`src/rtl/mul_div_unit.sv`:
```
// Iterative multiply/divide unit owning the HI/LO pair: shift-add multiply and
// restoring divide on operand magnitudes, one bit per cycle, sign fix-up on exit.
module mul_div_unit #(
  parameter int WIDTH = 32,
  parameter int CNT_W = 5
) (
  input  logic             clk,
  input  logic             rst,
  input  logic             start,
  input  logic [1:0]       op,
  input  logic [WIDTH-1:0] data1,
  input  logic [WIDTH-1:0] data2,
  input  logic             mthi,
  input  logic             mtlo,
  output logic [WIDTH-1:0] hi,
  output logic [WIDTH-1:0] lo,
  output logic             busy,
  output logic             done
);

  typedef enum logic [1:0] {IDLE, RUN, FINISH} state_t;

  state_t             state, state_nx;
  logic [CNT_W-1:0]   cnt;
  logic [2*WIDTH-1:0] acc;
  logic [WIDTH-1:0]   opnd;
  logic               is_div, neg_lo, neg_hi, div0, done_r;
  logic [WIDTH-1:0]   hi_r, lo_r;

  logic               launch, signed_op, s1, s2;
  logic [WIDTH-1:0]   mag1, mag2;
  logic [WIDTH:0]     msum, shifted;
  logic               ge;
  logic [WIDTH-1:0]   rem_nx;
  logic [2*WIDTH-1:0] step_nx, prod;
  logic [WIDTH-1:0]   res_hi, res_lo, quo, rem;

  assign launch    = (state == IDLE) && start && !mthi && !mtlo;
  assign signed_op = ~op[0];
  assign s1        = signed_op & data1[WIDTH-1];
  assign s2        = signed_op & data2[WIDTH-1];
  // Magnitudes are kept unsigned, so |0x80000000| fits without truncation.
  assign mag1      = s1 ? -data1 : data1;
  assign mag2      = s2 ? -data2 : data2;

  always_ff @(posedge clk or posedge rst) begin
    if (rst) state <= IDLE;
    else     state <= state_nx;
  end

  always_comb begin
    state_nx = state;
    case (state)
      IDLE:    if (launch) state_nx = RUN;
      RUN:     if (cnt == CNT_W'(WIDTH - 1)) state_nx = FINISH;
      FINISH:  state_nx = IDLE;
      default: state_nx = IDLE;
    endcase
  end

  // Multiply: acc = {partial product, remaining multiplier bits}.
  // Divide:   acc = {remainder, dividend bits shifting into quotient bits}.
  always_comb begin
    msum    = {1'b0, acc[2*WIDTH-1:WIDTH]} + (acc[0] ? {1'b0, opnd} : '0);
    shifted = {acc[2*WIDTH-1:WIDTH], acc[WIDTH-1]};
    ge      = shifted >= {1'b0, opnd};
    rem_nx  = ge ? (shifted[WIDTH-1:0] - opnd) : shifted[WIDTH-1:0];
    if (is_div) step_nx = {rem_nx, acc[WIDTH-2:0], ge};
    else        step_nx = {msum, acc[WIDTH-1:1]};
  end

  always_comb begin
    prod = neg_lo ? -acc : acc;
    quo  = acc[WIDTH-1:0];
    rem  = acc[2*WIDTH-1:WIDTH];
    if (is_div) begin
      // Divide by zero leaves the dividend magnitude in rem; its sign fix-up restores data1.
      res_lo = div0 ? '1 : (neg_lo ? -quo : quo);
      res_hi = neg_hi ? -rem : rem;
    end else begin
      res_lo = prod[WIDTH-1:0];
      res_hi = prod[2*WIDTH-1:WIDTH];
    end
  end

  always_ff @(posedge clk or posedge rst) begin
    if (rst) begin
      cnt    <= '0;
      acc    <= '0;
      opnd   <= '0;
      is_div <= 1'b0;
      neg_lo <= 1'b0;
      neg_hi <= 1'b0;
      div0   <= 1'b0;
      done_r <= 1'b0;
      hi_r   <= '0;
      lo_r   <= '0;
    end else begin
      done_r <= (state == FINISH);
      if (launch) begin
        cnt    <= '0;
        is_div <= op[1];
        neg_lo <= s1 ^ s2;
        neg_hi <= s1;
        div0   <= op[1] && (data2 == '0);
        if (op[1]) begin
          acc  <= {{WIDTH{1'b0}}, mag1};
          opnd <= mag2;
        end else begin
          acc  <= {{WIDTH{1'b0}}, mag2};
          opnd <= mag1;
        end
      end else if (state == RUN) begin
        acc <= step_nx;
        cnt <= cnt + 1'b1;
      end
      if (state == FINISH) begin
        hi_r <= res_hi;
        lo_r <= res_lo;
      end else if (state == IDLE) begin
        if (mthi) hi_r <= data1;
        if (mtlo) lo_r <= data1;
      end
    end
  end

  assign hi   = hi_r;
  assign lo   = lo_r;
  assign busy = (state != IDLE);
  assign done = done_r;

endmodule

```
`config.mk`:
```
export PLATFORM = sky130hd
export DESIGN_NAME = mul_div_unit
export DESIGN_NICKNAME = d
export VERILOG_FILES = /design/src/rtl/mul_div_unit.sv
export SDC_FILE = /design/constraint.sdc
export NUM_CORES = 1
export LEC_CHECK = 0
export CAP_MARGIN = 20
export CORE_MARGIN = 2
export CORE_UTILIZATION = 46
export CTS_BUF_LIST = sky130_fd_sc_hd__clkbuf_8
export DETAILED_ROUTE_END_ITERATION = 7
export PLACE_DENSITY = 0.66
export SLEW_MARGIN = 20
export SYNTH_ARGS = -nofsm -noshare
export SYNTH_HDL_FRONTEND = slang
export SYNTH_SLANG_ARGS = --single-unit
```
`constraint.sdc`:
```
create_clock -name clk -period 15.9 [get_ports clk]
set_clock_uncertainty 0.05 [all_clocks]
set_input_delay 3.18 -clock clk [delete_from_list [all_inputs] [get_ports clk]]
set_output_delay 3.18 -clock clk [all_outputs]
set_load 0.01 [all_outputs]
```
# After elaboration in Yosys (flattened, before gate mapping)
# Index checks and enable logic that the tools add are counted.
# Widths: inputs -> output; s select.
[op_classes]
add_sub_neg = 8
magnitude_cmp = 1
eq_ne = 5
muxes = 26
bitwise = 4
n_reduce_logical = 16
[ops]
columns = ["cell", "n"]
rows = [
  ["$mux 32", 17],
  ["$mux 64", 4],
  ["$neg 32->32", 4],
  ["$neg 64->64", 1],
  ["$add 32x32->33", 1],
  ["$ge 33x32->1", 1],
  ["$logic_not 32->1", 1],
  ["$sub 32x32->32", 1],
  ["$mux 5", 2],
  ["$reduce_bool 2->1", 5],
  ["$reduce_and 2->1", 3],
  ["$add 5x1->5 const B", 1],
  ["$eq 5x5->1 const B", 1],
  ["$logic_and 1x1->1", 4],
  ["$mux 2", 2],
  ["$ne 2x2->1 const B", 2],
  ["$pmux 2 s2", 1],
  ["$and 1x1->1", 2],
  ["$eq 2x1->1 const B", 1],
  ["$eq 2x2->1 const B", 1],
  ["$logic_not 1->1", 2],
  ["$logic_not 2->1", 1],
  ["$not 1->1", 1],
  ["$xor 1x1->1", 1],
]
[totals]
reg_bits = 172
input_bits = 71
out_inout_bits = 66
word_cells = 71

# Longest topological paths before layout
# Gate-level depths: netlist of the first run.
[logic_depth]
ltp_word = 6
mapped_depth = 14
ltp_nobuf = 13

# Least setup slack after synthesis of the first run
# No wires, ideal clock.
[synth_path]
path_type = "input-to-reg"
startpoint = "input port data1[4]"
endpoint = "register opnd[30]"
setup_ns = 0.137
arrival_ns = 5.264
required_ns = 15.713
setup_slack_ns = 10.449
stages = 9
n_path_buf = 0
cell_sequence = "or3_4 -> or4_1 -> and3b_1 -> nand2_1 -> o41ai_2 -> o21ai_1 -> xnor2_1 -> o21ai_0 -> a2bb2oi_1"
[synth_between]
elab_chain_len = 3
[synth_rtl]
columns = ["element", "line_no", "text"]
rows = [
  ["from (decl)", "11", "input logic [WIDTH-1:0] data1,"],
  ["$neg 32->32", "43", "assign mag1 = s1 ? -data1 : data1;"],
  ["$mux 32", "43", ""],
  ["$mux 32", "106", "if (op[1]) begin"],
  ["to (signal assigned)", "108", "opnd <= mag2;"],
  ["to (signal assigned)", "111", "opnd <= mag1;"],
  ["to (decl)", "26", "logic [WIDTH-1:0] opnd;"],
]
# No other way between the ends.
# A chain may end at the register's enable or synchronous reset.

# Final worst setup path of the first run
[layout_path]
startpoint = "input port data1[2]"
endpoint = "register opnd[30]"
# The elaborated chain is that of the path after synthesis.

==> metrics, run 1 <==
vias in the first global route=13,700; Std-Cell Rows=65; Worst R2R Path Depth=14; n_diodes=0; startpoint types=input pin; Synth area leader=dfrtp_1; CP Data Arrival Time=6.30 ns; wl on met1=24,200 µm; Max-Cap Viols=0; Post-Synthesis Cell Area=14,700 µm²; status=complete, no violations; gr usage total=0.324; worst-margin pin slew=1.05 ns; Layout area overhead=13.7%; number of register bits inferred by synthesis=172; layout cells sized above 1=0.0440; Die W=183 µm; met3 WL=4740 µm; Total Power=3.86 mW; initial core utilization=0.467; final hold vios=0; min Tclk post-route=6.01 ns; Fillers=3,080; TNS Setup=0 ns; post-synthesis mux area share=0.0308; commonest non-fill, non-tap cell in the layout=nand2_1; Yosys top cell area share=0.292; largest family of logic cells by synthesized area=compound AO/OA/AOI/OAI gates; max-slew violation count=0; Avg Inst Size Synth=7.68 µm²; post-route insts no fill=2,381; worst skew pair latency=0.51 ns; critical path required time=16.18 ns; antenna-violating nets left=0; final setup margin=9.89 ns; # placed instances=2,349; most frequent cells in the layout=230 x nand2_1, 217 x o21ai_0, 184 x nor2_1; reg-to-reg slack, setup=11.59 ns; pre-CTS WS=9.47 ns; Initial DRT Pass Iterations=6; CTS tree=built; Peak Freq=0.166 GHz; Post-synth EDFFs=0; leading post-synthesis cells by cell area=dfrtp_1 29%, o21ai_0 7.4%, ha_1 5.9%, nand2_1 5.9%, a21oi_1 5.7%; reg2reg end=acc[63]$_DFFE_PP0P_; Synth Area in Compound Gates=0.263; relative slew slack=0.296; Die Y=183 µm; xor/xnor cell area share of the yosys netlist=0.102; asr flop ratio synth=1.00; DR WL/cell=23.0 µm; Critical Path Fanout Max=6; Max Used Layer=met5; IO Pins=137; Final #Nets=2,109; Worst IR Drop VDD=103 µV; met2 WL=23,700 µm; global placement routability congestion=0.989; Hold Startpoint=lo[4]$_DFFE_PP0P_; # H-tree levels=4; post-synthesis cell count=1,916; adder-cell share of the synthesized area=0.0622; Netlist cell types=75; Tcrit/Tclk final=0.378; Clock Sinks=172; first-pass GRT wire length=82,400 µm; hold_buf cts=0; Worst Path Class, Setup=in -> reg; root buffer cell=clkbuf_8; Clock Tree Buf Depth=2; dpl hpwl=41,400 µm; core box area=31,600 µm²; Final Core Density=0.530; RSZ-0062 raised after global routing=false; antenna violations before repair=1; Syn Nets=2,059; gr ovfl total=0; Simple-Gate Fraction of Synth Area=0.202; initial DRC count=1,572; Seq/Total Area, Yosys=0.292; Min-Delay Path Depth=2; HP Class=reg -> reg; Vias/cell=6.24; ys flop type=dfrtp_1; leakage=6.97 nW; Residual DRC=0; Clk pin slew, worst setup/hold paths=0.11 ns; Min-Delay Endpoint=lo[4]$_DFFE_PP0P_; pin count of the biggest net entering global routing=94; CP Capture Type=flop; Yosys warning count=0; final wirelength=54,700 µm; die area=33,500 µm²; PwrDens=231 nW/µm²; RR Startpoint=acc[0]$_DFFE_PP0P_; post-CTS setup repair buffer count=0; final setup vio count=0; CTS Buf Count=17; PortBufs=136; vias post-DR=14,800; post-cts gate resize count=0
where the power goes:
| part | internal (mW) | switching [mW] |
|---|---|---|
| Sequential | 0.646 | 0.310 |
| Clock | 0.139 | 0.219 |
| Combinational | 1.07 | 1.48 |
cell type report:
type	instances	area [µm²]	area share
timing repair buffer	156	1510	0.0900
inverter	60	230	0.0138
clock buffer	17	234	0.0140
clock inverter	15	213	0.0127
multi-input combinational	1559	9740	0.582
tap	402	503	0.0301
sequential	172	4310	0.257
through the flow:
stage                     hold slack (ns)  cell area [µm²]
after floorplan                     0.400            14700
after CTS                           0.445            16700
after detailed placement            0.420            16300
final                               0.438            16700
after global routing                0.472            16700
after global placement              0.414            16300
cell usage after synthesis, types with 4 or more instances:
| cell | instances |
|---|---|
| a211oi_1 | 15 |
| a21o_1 | 25 |
| a21oi_1 | 168 |
| a221o_1 | 8 |
| a22oi_1 | 11 |
| a2bb2oi_1 | 4 |
| a31oi_1 | 15 |
| and2_1 | 11 |
| and3_1 | 16 |
| buf_1 | 12 |
| buf_2 | 7 |
| clkbuf_1 | 105 |
| dfrtp_1 | 172 |
| ha_1 | 70 |
| inv_1 | 60 |
| mux2i_1 | 43 |
| nand2_1 | 230 |
| nand2b_1 | 21 |
| nand3_1 | 36 |
| nand3b_1 | 6 |
| nand4_1 | 14 |
| nor2_1 | 185 |
| nor2b_1 | 14 |
| nor3_1 | 36 |
| nor4_1 | 15 |
| o211a_1 | 4 |
| o211ai_1 | 25 |
| o21a_1 | 9 |
| o21ai_0 | 217 |
| o21ai_1 | 14 |
| o21bai_1 | 8 |
| o221ai_1 | 22 |
| o22ai_1 | 31 |
| o31ai_1 | 22 |
| o41ai_1 | 8 |
| o41ai_2 | 4 |
| or3_1 | 15 |
| or4_1 | 9 |
| xnor2_1 | 91 |
| xor2_1 | 80 |
critical path, stage by stage:
cell             delay, ns
clkdlybuf4s50_1       0.54
or3_4                 0.45
or4_1                 0.57
and3b_1               0.32
nand2_1               0.12
o41ai_2               0.41
o21ai_1               0.15
xnor2_1               0.26
o21ai_0               0.13
a2bb2oi_1             0.16
state kept, by name (all words and copies together), names as in the netlist:
signal	cells
hi	32
cnt	5
neg_lo	1
lo	32
div0	1
is_div	1
done	1
neg_hi	1
acc	64
state	2
opnd	32
worst max path at each step:
stage                  start  slack, ns                   end
floorplan                rst       8.01    acc[0]$_DFFE_PP0P_
global placement    data1[2]       9.51  opnd[30]$_DFFE_PP0P_
detailed placement  data1[2]       9.47  opnd[30]$_DFFE_PP0P_
CTS                 data1[2]       9.98  opnd[30]$_DFFE_PP0P_
global route        data1[2]       9.76   acc[27]$_DFFE_PP0P_
finish              data1[2]       9.89  opnd[30]$_DFFE_PP0P_
layer usage:
layer | vias to the layer above | GRT usage
met4 | 2 | 0.116
met5 | - | 0
met3 | 111 | 0.0542
li1 | 6966 | -
met2 | 707 | 0.499
met1 | 7063 | 0.458
kinds of logic after synthesis:
group,Yosys count
flops,172
buf+inv,185
compound gates,635
xor+xnor,171
fa+ha+maj,72
simple gates,636
mux,45
Note: power is estimated with default switching activity, not from simulation.
==> run 2, diff against run 1 <==
--- a/config.mk
+++ b/config.mk
@@ -10,7 +10,7 @@
 export CORE_UTILIZATION = 46
 export CTS_BUF_LIST = sky130_fd_sc_hd__clkbuf_8
 export DETAILED_ROUTE_END_ITERATION = 7
-export PLACE_DENSITY = 0.66
+export PLACE_DENSITY = 0.69
 export SLEW_MARGIN = 20
 export SYNTH_ARGS = -nofsm -noshare
 export SYNTH_HDL_FRONTEND = slang
==> constraint.sdc (replaced) <==
create_clock -name clk -period 5.2 [get_ports clk]
set_clock_uncertainty 0.05 [all_clocks]
set_input_delay 1.04 -clock clk [delete_from_list [all_inputs] [get_ports clk]]
set_output_delay 1.04 -clock clk [all_outputs]
set_load 0.01 [all_outputs]
==> metrics, run 2 (synthesis results as in run 1) <==
status=complete, no violations (unchanged); post-cts gate resize count=0 (unchanged); Vias/cell=6.33 (was 6.24); final setup vio count=0 (unchanged); # H-tree levels=4 (unchanged); TNS Setup=0 ns (unchanged); Std-Cell Rows=65 (unchanged); Tcrit/Tclk final=0.813; worst-margin pin slew=1.06 ns (was 1.05 ns); Fillers=3,025 (was 3,080); Residual DRC=0 (unchanged); first-pass GRT wire length=81,500 µm (was 82,400 µm); CP Data Arrival Time=4.60 ns (was 6.30 ns); Clock Tree Buf Depth=2 (unchanged); commonest non-fill, non-tap cell in the layout=nand2_1 (unchanged); Worst Path Class, Setup=reg -> reg (was in -> reg); dpl hpwl=40,300 µm (was 41,400 µm); gr usage total=0.318 (was 0.324); root buffer cell=clkbuf_8 (unchanged); crit-path most repeated cell=a31oi_1; Clk pin slew, worst setup/hold paths=0.11 ns (about the same); Min-Delay Path Depth=2 (unchanged); Initial DRT Pass Iterations=6 (unchanged); leakage=7.00 nW (was 6.97 nW); Slowest-stage cell, CP=inv_1 (was or4_1); instance count on the critical path=13 (was 10); worst-path cell chain=inv_1 -> nor2_1 -> ha_1 -> nand2b_1 -> a211o_1 -> nor4b_1 -> buf_4 -> o311a_1 -> a31oi_1 -> a31oi_1 -> o21ai_1 -> a2111oi_0 -> nor3_1 (was clkdlybuf4s50_1 -> or3_4 -> or4_1 -> and3b_1 -> nand2_1 -> o41ai_2 -> o21ai_1 -> xnor2_1 -> o21ai_0 -> a2bb2oi_1); post-route insts no fill=2,389 (was 2,381); startpoint types=flop (was input pin); PwrDens=704 nW/µm² (was 231 nW/µm²); IO Pins=137 (unchanged); Final Core Density=0.532 (was 0.530); antenna-violating nets left=0 (unchanged); Die Y=183 µm (unchanged); CP Capture Type=flop (unchanged); worst path bufs/invs=2 (was 1); relative slew slack=0.296 (about the same); post-CTS setup repair buffer count=0 (unchanged); Max stage delay on crit path=0.59 ns (was 0.57 ns); global placement routability congestion=1.01 (was 0.989); vias in the first global route=13,800 (was 13,700); Clock Sinks=172 (unchanged); antenna violations before repair=0 (was 1); n_diodes=0 (unchanged); Layout area overhead=14.1% (was 13.7%); CTS tree=built (unchanged); Top delay family on crit path=compound AO/OA/AOI/OAI gates (was simple AND/OR/NAND/NOR gates); worst skew pair latency=0.51 ns (about the same); die area=33,500 µm² (unchanged); Die W=183 µm (unchanged); min Tclk post-route=4.23 ns; final wirelength=53,800 µm (was 54,700 µm); # placed instances=2,357 (was 2,349); Peak Freq=0.236 GHz; Critical Path Fanout Max=19 (was 6); Max-Cap Viols=0 (unchanged); most frequent cells in the layout=230 x nand2_1, 217 x o21ai_0, 185 x nor2_1 (was 230 x nand2_1, 217 x o21ai_0, 184 x nor2_1); final hold vios=0 (unchanged); Biggest register=acc (unchanged); pin count of the biggest net entering global routing=173 (was 94); RSZ-0062 raised after global routing=false (unchanged); HP Class=reg -> reg (unchanged); layout cells sized above 1=0.0473 (was 0.0440); initial DRC count=1,950 (was 1,572); hold_buf cts=0 (unchanged); DR WL/cell=22.5 µm (was 23.0 µm); critical path required time=5.58 ns (was 16.18 ns); CTS Buf Count=17 (unchanged); Worst IR Drop VDD=301 µV (was 103 µV); core box area=31,600 µm² (unchanged); Worst R2R Path Depth=13 (was 14); vias post-DR=15,100 (was 14,800); Final #Nets=2,117 (was 2,109); max FFs per register=64 (unchanged); max-slew violation count=0 (unchanged); gr ovfl total=0 (unchanged); PortBufs=136 (unchanged); initial core utilization=0.467 (unchanged)
[run 2: cell types whose count changed in the layout (fill, tap and decap cells not counted)]
cell,delta
buf_12,+2
inv_6,+3
inv_8,-1
nor2_1,+1
clkinv_8,-2
inv_12,-1
clkinvlp_4,+1
buf_4,+6
nor2_2,-1
[run 2: area by class of cell]
type	instances	area, µm²	share of cell area
Timing Repair Buffer	164	1590	0.0948
Clock buffer	17	234	0.0139
Clock inverter	15	188	0.0112
Inverter	60	229	0.0136
Multi-Input combinational cell	1559	9740	0.580
Tap cell	402	503	0.0300
Sequential cell	172	4310	0.256
[run 2: power breakdown]
| part | total, mW | internal, mW | switching, mW |
|---|---|---|---|
| combinational | 7.92 | 3.31 | 4.60 |
| sequential | 2.84 | 1.98 | 0.859 |
| clock | 1.07 | 0.414 | 0.655 |
[run 2: worst register-to-register path, cell delays in order (launching register included)]
cell and delay (ns):
dfrtp_1 0.49, inv_1 0.59, nor2_1 0.12, ha_1 0.36
nand2b_1 0.12, a211o_1 0.30, nor4b_1 0.15, buf_4 0.15
o311a_1 0.40, a31oi_1 0.47, a31oi_1 0.27, o21ai_1 0.31
a2111oi_0 0.16, nor3_1 0.22
[run 2: metal layers]
| metal | vias up | GRT usage | part of all wire |
|---|---|---|---|
| li1 | 6998 | - | - |
| met1 | 7209 | 0.448 | 0.43 |
| met2 | 793 | 0.488 | 0.44 |
| met3 | 117 | 0.0514 | 0.097 |
| met4 | 0 | 0.131 | 0.039 |
| met5 | - | 0 | 0 |
[run 2: worst paths after layout]
path / start / endpoint / slack, ns
max: acc[0]$_DFFE_PP0P_ / acc[63]$_DFFE_PP0P_ / 0.97
min in group asynchronous: rst / lo[13]$_DFFE_PP0P_ / 1.07
min: hi[13]$_DFFE_PP0P_ / hi[13]$_DFFE_PP0P_ / 0.44
min reg2reg: hi[13]$_DFFE_PP0P_ / hi[13]$_DFFE_PP0P_ / 0.44
max reg2reg: acc[0]$_DFFE_PP0P_ / acc[63]$_DFFE_PP0P_ / 0.97
max in group asynchronous: rst / is_div$_DFFE_PP0P_ / 3.19
[run 2: stage by stage]
stage / hold WS (ns) / worst slack, ns / power, mW / cell area [µm²]
floorplan: 0.400 / 1.89 / 8.16 / 14700
finish: 0.443 / 0.971 / 11.8 / 16800
detailed placement: 0.420 / 0.953 / 10.6 / 16400
CTS: 0.447 / 1.07 / 11.7 / 16800
global route: 0.472 / 0.896 / 12.7 / 16800
global placement: 0.411 / 0.991 / 10.4 / 16400
